## src/rtl/hazard_unit_sb.sv

```systemverilog
// hazard_unit_sb: decode/execute hazard control for the 16-bit pipeline.
// Handles multi-cycle load-use stalls, a single outstanding mul/div result
// tracked by a one-entry scoreboard (RAW and structural stalls), and
// branch-taken flush. Flush always wins over stall, because the instruction
// sitting in decode is being squashed anyway.
module hazard_unit_sb #(
    parameter int REG_W      = 4,
    parameter int LOAD_STALL = 1,
    parameter int MD_LATENCY = 4
) (
    input  logic             clk,
    input  logic             rst,
    input  logic [REG_W-1:0] idRs1,
    input  logic [REG_W-1:0] idRs2,
    input  logic             idUsesRs1,
    input  logic             idUsesRs2,
    input  logic [REG_W-1:0] idRd,
    input  logic             idIsMulDiv,
    input  logic             exMemRead,
    input  logic [REG_W-1:0] exRd,
    input  logic             branchTaken,
    output logic             stall,
    output logic             ifidWrite,
    output logic             pcWrite,
    output logic             flush,
    output logic             mdBusy
);

    // loadCnt holds the bubbles still owed after the detection cycle, so it
    // only has to reach LOAD_STALL-1; mdCnt only has to reach MD_LATENCY-1.
    localparam int LCW = $clog2(LOAD_STALL + 1);
    localparam int MCW = $clog2(MD_LATENCY);

    localparam logic [LCW-1:0] LOAD_RELOAD = LCW'(LOAD_STALL - 1);
    localparam logic [LCW-1:0] LOAD_ONE    = LCW'(1);
    localparam logic [MCW-1:0] MD_RELOAD   = MCW'(MD_LATENCY - 1);
    localparam logic [MCW-1:0] MD_ONE      = MCW'(1);

    logic [LCW-1:0]   loadCnt;
    logic [MCW-1:0]   mdCnt;
    logic [REG_W-1:0] mdDest;

    logic loadHit;
    logic mdSrcHit;
    logic mdHit;
    logic rawStall;
    logic mdIssue;

    // Hazard detection and output steering; everything here is same-cycle.
    always_comb begin
        loadHit  = exMemRead &&
                   ((idUsesRs1 && (idRs1 == exRd)) ||
                    (idUsesRs2 && (idRs2 == exRd)));
        mdSrcHit = (idUsesRs1 && (idRs1 == mdDest)) ||
                   (idUsesRs2 && (idRs2 == mdDest));
        mdBusy   = (mdCnt != '0);
        mdHit    = mdBusy && (mdSrcHit || idIsMulDiv);
        rawStall = loadHit || (loadCnt != '0) || mdHit;
        stall    = rawStall && !branchTaken;
        flush    = branchTaken;
        ifidWrite = !stall;
        pcWrite   = !stall;
        mdIssue   = idIsMulDiv && !stall && !branchTaken;
    end

    // Load-use bubble counter: arm on a fresh hit, drain otherwise, and drop
    // everything on a taken branch since the dependent instruction is squashed.
    always_ff @(posedge clk or negedge rst) begin
        if (!rst) begin
            loadCnt <= '0;
        end else if (branchTaken) begin
            loadCnt <= '0;
        end else if (loadHit && (loadCnt == '0)) begin
            loadCnt <= LOAD_RELOAD;
        end else if (loadCnt != '0) begin
            loadCnt <= loadCnt - LOAD_ONE;
        end
    end

    // Mul/div scoreboard entry: a branch never cancels it, the op is older.
    always_ff @(posedge clk or negedge rst) begin
        if (!rst) begin
            mdCnt  <= '0;
            mdDest <= '0;
        end else if (mdIssue) begin
            mdCnt  <= MD_RELOAD;
            mdDest <= idRd;
        end else if (mdCnt != '0) begin
            mdCnt <= mdCnt - MD_ONE;
        end
    end

endmodule

```

## config.mk

```make
export PLATFORM = sky130hd
export DESIGN_NAME = hazard_unit_sb
export DESIGN_NICKNAME = d
export VERILOG_FILES = /design/src/rtl/hazard_unit_sb.sv
export SDC_FILE = /design/constraint.sdc
export NUM_CORES = 1
export LEC_CHECK = 0
export BUFFER_PORTS_ARGS = -buffer_cell sky130_fd_sc_hd__buf_2
export CAP_MARGIN = 20
export CORE_AREA = 2 2 39 41
export CTS_CLUSTER_SIZE = 28
export DETAILED_ROUTE_END_ITERATION = 16
export DIE_AREA = 0 0 41 43
export GPL_TIMING_DRIVEN = 0
export PLACE_DENSITY_LB_ADDON = 0.2
export SYNTH_ARGS = -nofsm -noshare
export SYNTH_HDL_FRONTEND = slang
export SYNTH_SLANG_ARGS = --single-unit
```

## constraint.sdc

```tcl
create_clock -name clk -period 2.47 [get_ports clk]
set_clock_uncertainty 0.1 [all_clocks]
set_input_delay 0.1235 -clock clk [delete_from_list [all_inputs] [get_ports clk]]
set_output_delay 0.1235 -clock clk [all_outputs]
set_load 0.05 [all_outputs]
```

==> flow_metrics.env <==
export IMPL_wl_per_cell_um=10.41
export IMPL_postCtsHoldBufs=5
export IMPL_min_path_type="in2reg"
export IMPL_async_flop_share_pct=100.0
export IMPL_outcome="finished clean"
export IMPL_synth_net_count=77
export IMPL_path_cells="inv_1, ha_1, inv_1, and4_1, o31ai_4, buf_4, buf_2"
export IMPL_p_leak_nw=0.3771
export IMPL_start_util_pct=36.71
export IMPL_final_antenna_net_count=0
export IMPL_drt_first_pass_iters=3
export IMPL_postSynthCellCount=53
export IMPL_tritoncts="done"
export IMPL_drv_cap=0
export IMPL_finalHoldViolCount=0
export IMPL_grt_overflow=0
export IMPL_holdWs_ns=0.09112
export IMPL_std_cell_rows=14
export IMPL_synth_edf_count=0
export IMPL_required_ns=2.25
export IMPL_power_total_uw=611.1
export IMPL_crit_slowest_cell="dfrtp_1"
export IMPL_synth_top_cell_area_share_pct=29.56
export IMPL_yosysMostFrequentCell="xor2_1"
export IMPL_synth_compound_area_share_pct=6.650
export IMPL_utilization_pct=54.16
export IMPL_path_class="reg2out"
export IMPL_cellPowerDensity_mw_per_mm2=815.4
export IMPL_cts_root_buf="clkbuf_4"
export IMPL_hpwl_um=948.7
export IMPL_switching_share_pct=43.19
export IMPL_ys_seq_area_share_pct=29.56
export IMPL_rsz0062_at_grt="false"
export IMPL_drt_iter0_markers=1
export IMPL_p_clk_share_pct=14.4
export IMPL_routed_wl_mm=1.083
export IMPL_design_area_um2=749.5
export IMPL_synth_cell_types=21
export IMPL_gp_congestion=0.6857
export IMPL_synthTopCellsByArea="dfrtp_1 (30%), xor2_1 (21%), mux2_1 (8.9%)"
export IMPL_drc=0
export IMPL_clkLatencyLatePin_ns=0.24
export IMPL_numCtsBuffers=3
export IMPL_grt_max_degree=7
export IMPL_fp_dieH_um=43
export IMPL_p_switching_uw=263.9
export IMPL_core_area_mm2=0.001384
export IMPL_cts_buffer_depth=2
export IMPL_clock_sinks=6
export IMPL_synth_xor_area_share_pct=27.59
export IMPL_area_growth_pct=47.54
export IMPL_drv_slew=0
export IMPL_cp_end_kind="primary output"
export IMPL_die_w_um=41
export IMPL_synth_area_mux_share_pct=8.867
export IMPL_cpPeakStageDelay_ns=0.37
export IMPL_startpoint_type="flip-flop"
export IMPL_post_cts_resized=0
export IMPL_arrival_ns=1.81
export IMPL_yosysTopAreaCell="dfrtp_1"
export IMPL_synth_seq_cells=6
export IMPL_combPwrFrac_pct=54.0
export IMPL_fillers=140
export IMPL_first_global_vias=483
export IMPL_tns_ns=0
export IMPL_antenna_found_initial=0
export IMPL_die_area_mm2=0.001763
export IMPL_peakVddDrop_mv=0.3950
export IMPL_finalNetCount=114
export IMPL_vias=490
export IMPL_port_buffers=27
export IMPL_cts_setup_buffers=0
export IMPL_max_slew_margin_pct=84.19
export IMPL_pin_count=28
export IMPL_synthAdderAreaFrac_pct=2.463
export IMPL_syn_area_per_cell_um2=9.585
export IMPL_internal_power_uw=347.2
export IMPL_synth_top_family_by_area="XOR/XNOR gates"
export IMPL_finalSetupViolations=0
export IMPL_yosys_area_share_simple_pct=18.97
export IMPL_syn_area_um2=508.0
export IMPL_synth_top_cells_by_count="xor2_1 (12), dfrtp_1 (6), inv_1 (4), mux2_1 (4), xnor2_1 (4)"
export IMPL_ys_flop_type="dfrtp_1"
export IMPL_antenna_cells=0
export IMPL_clock_fmax_mhz=492.3
export IMPL_drive_gt1_share_pct=40.91
export IMPL_tightest_slew_ns=0.2363
export IMPL_postPlaceCellArea_um2=676.9
export IMPL_p_seq_share_pct=31.6
export IMPL_ys_warnings_count=0
export IMPL_path_max_fanout=6
export IMPL_clk_pin_slew_ns=0.04
export IMPL_grt_usage_pct=16.11
export IMPL_grt_pass1_wl_mm=1.945
export IMPL_fin_crit_sh_pct=82.23
export IMPL_fin_crit_ns=2.031
export IMPL_path_common_cell="inv_1"
export IMPL_viasPerCell=4.712
export IMPL_htreeDepth=1
[sequential cells by signal, indices dropped and copies added, names as in the netlist]
name / flops
mdCnt: 2
mdDest: 4
[power groups by stage]
stage               clock, mW  sequential [mW]  combinational (mW)
floorplan                   0            0.184               0.257
global placement            0            0.195               0.320
detailed placement          0            0.197               0.330
CTS                    0.0931            0.195               0.336
global route           0.0992            0.201               0.371
finish                 0.0879            0.193               0.330
[cell type report]
class | instances | area (um2) | share of cell area [%]
plain buffers | 2 | 15.01 | 2.003
clock buffers | 3 | 22.52 | 3.005
inverters | 4 | 15.01 | 2.003
multi-input cells | 41 | 341.6 | 45.58
flip-flops and latches | 6 | 150.1 | 20.03
well taps | 16 | 20.02 | 2.671
repair buffers | 32 | 185.2 | 24.71
[worst max-delay path, delay by kind of cell (launching register included)]
family                     cells  cell delay [ns]
AOI/OAI and AO/OA              1             0.18
adders and majority gates      1             0.24
buffers and inverters          4             0.53
DFF                            1             0.37
and+or+nand+nor                1             0.22
[routing by layer]
metal	track usage, %	wire (um)	up-vias
met4	8.000	0	0
met1	19.54	437	222
met3	3.141	72	0
met5	0	0	-
li1	-	-	252
met2	25.62	573	16
[layout by cell type, fill, tap and decap left out, types with 2 or more instances in the layout]
cell type,netlist,routed
a31oi_1,2,2
dlygate4sd3_1,0,5
nor2_1,3,3
nand4_1,2,2
xor2_1,12,12
clkbuf_4,0,3
buf_4,2,2
nor3_1,3,3
xnor2_1,4,4
mux2_1,4,4
dfrtp_1,6,6
inv_1,4,4
buf_2,0,27
[through the flow]
stage | std cells | setup slack [ns]
6_report | 104 | 0.4388
5_1_grt | 104 | 0.2892
4_1_cts | 104 | 0.4120
3_5_place_dp | 96 | 0.6794
3_3_place_gp | 96 | 0.7182
2_1_floorplan | 53 | 0.2553
[final timing paths]
check                            from         to  slack (ns)  cells past startpoint
min                        idIsMulDiv   mdCnt[0]        0.09                      3
max reg2reg                  mdCnt[0]  mdDest[0]        0.90                      5
max in group asynchronous         rst  mdDest[1]        2.00                      2
min in group asynchronous         rst   mdCnt[1]        0.13                      2
min reg2reg                  mdCnt[1]   mdCnt[1]        0.43                      2
max                          mdCnt[0]    pcWrite        0.44                      7
[kinds of logic (layout without fill, tap and decap cells)]
group           count (synthesis)  in the layout
xor+xnor                       16             16
simple gates                   15             15
compound gates                  5              5
flops                           6              6
mux                             4              4
buf+inv                         6             41
fa+ha+maj                       1              1
(Power assumes the default switching activity.)
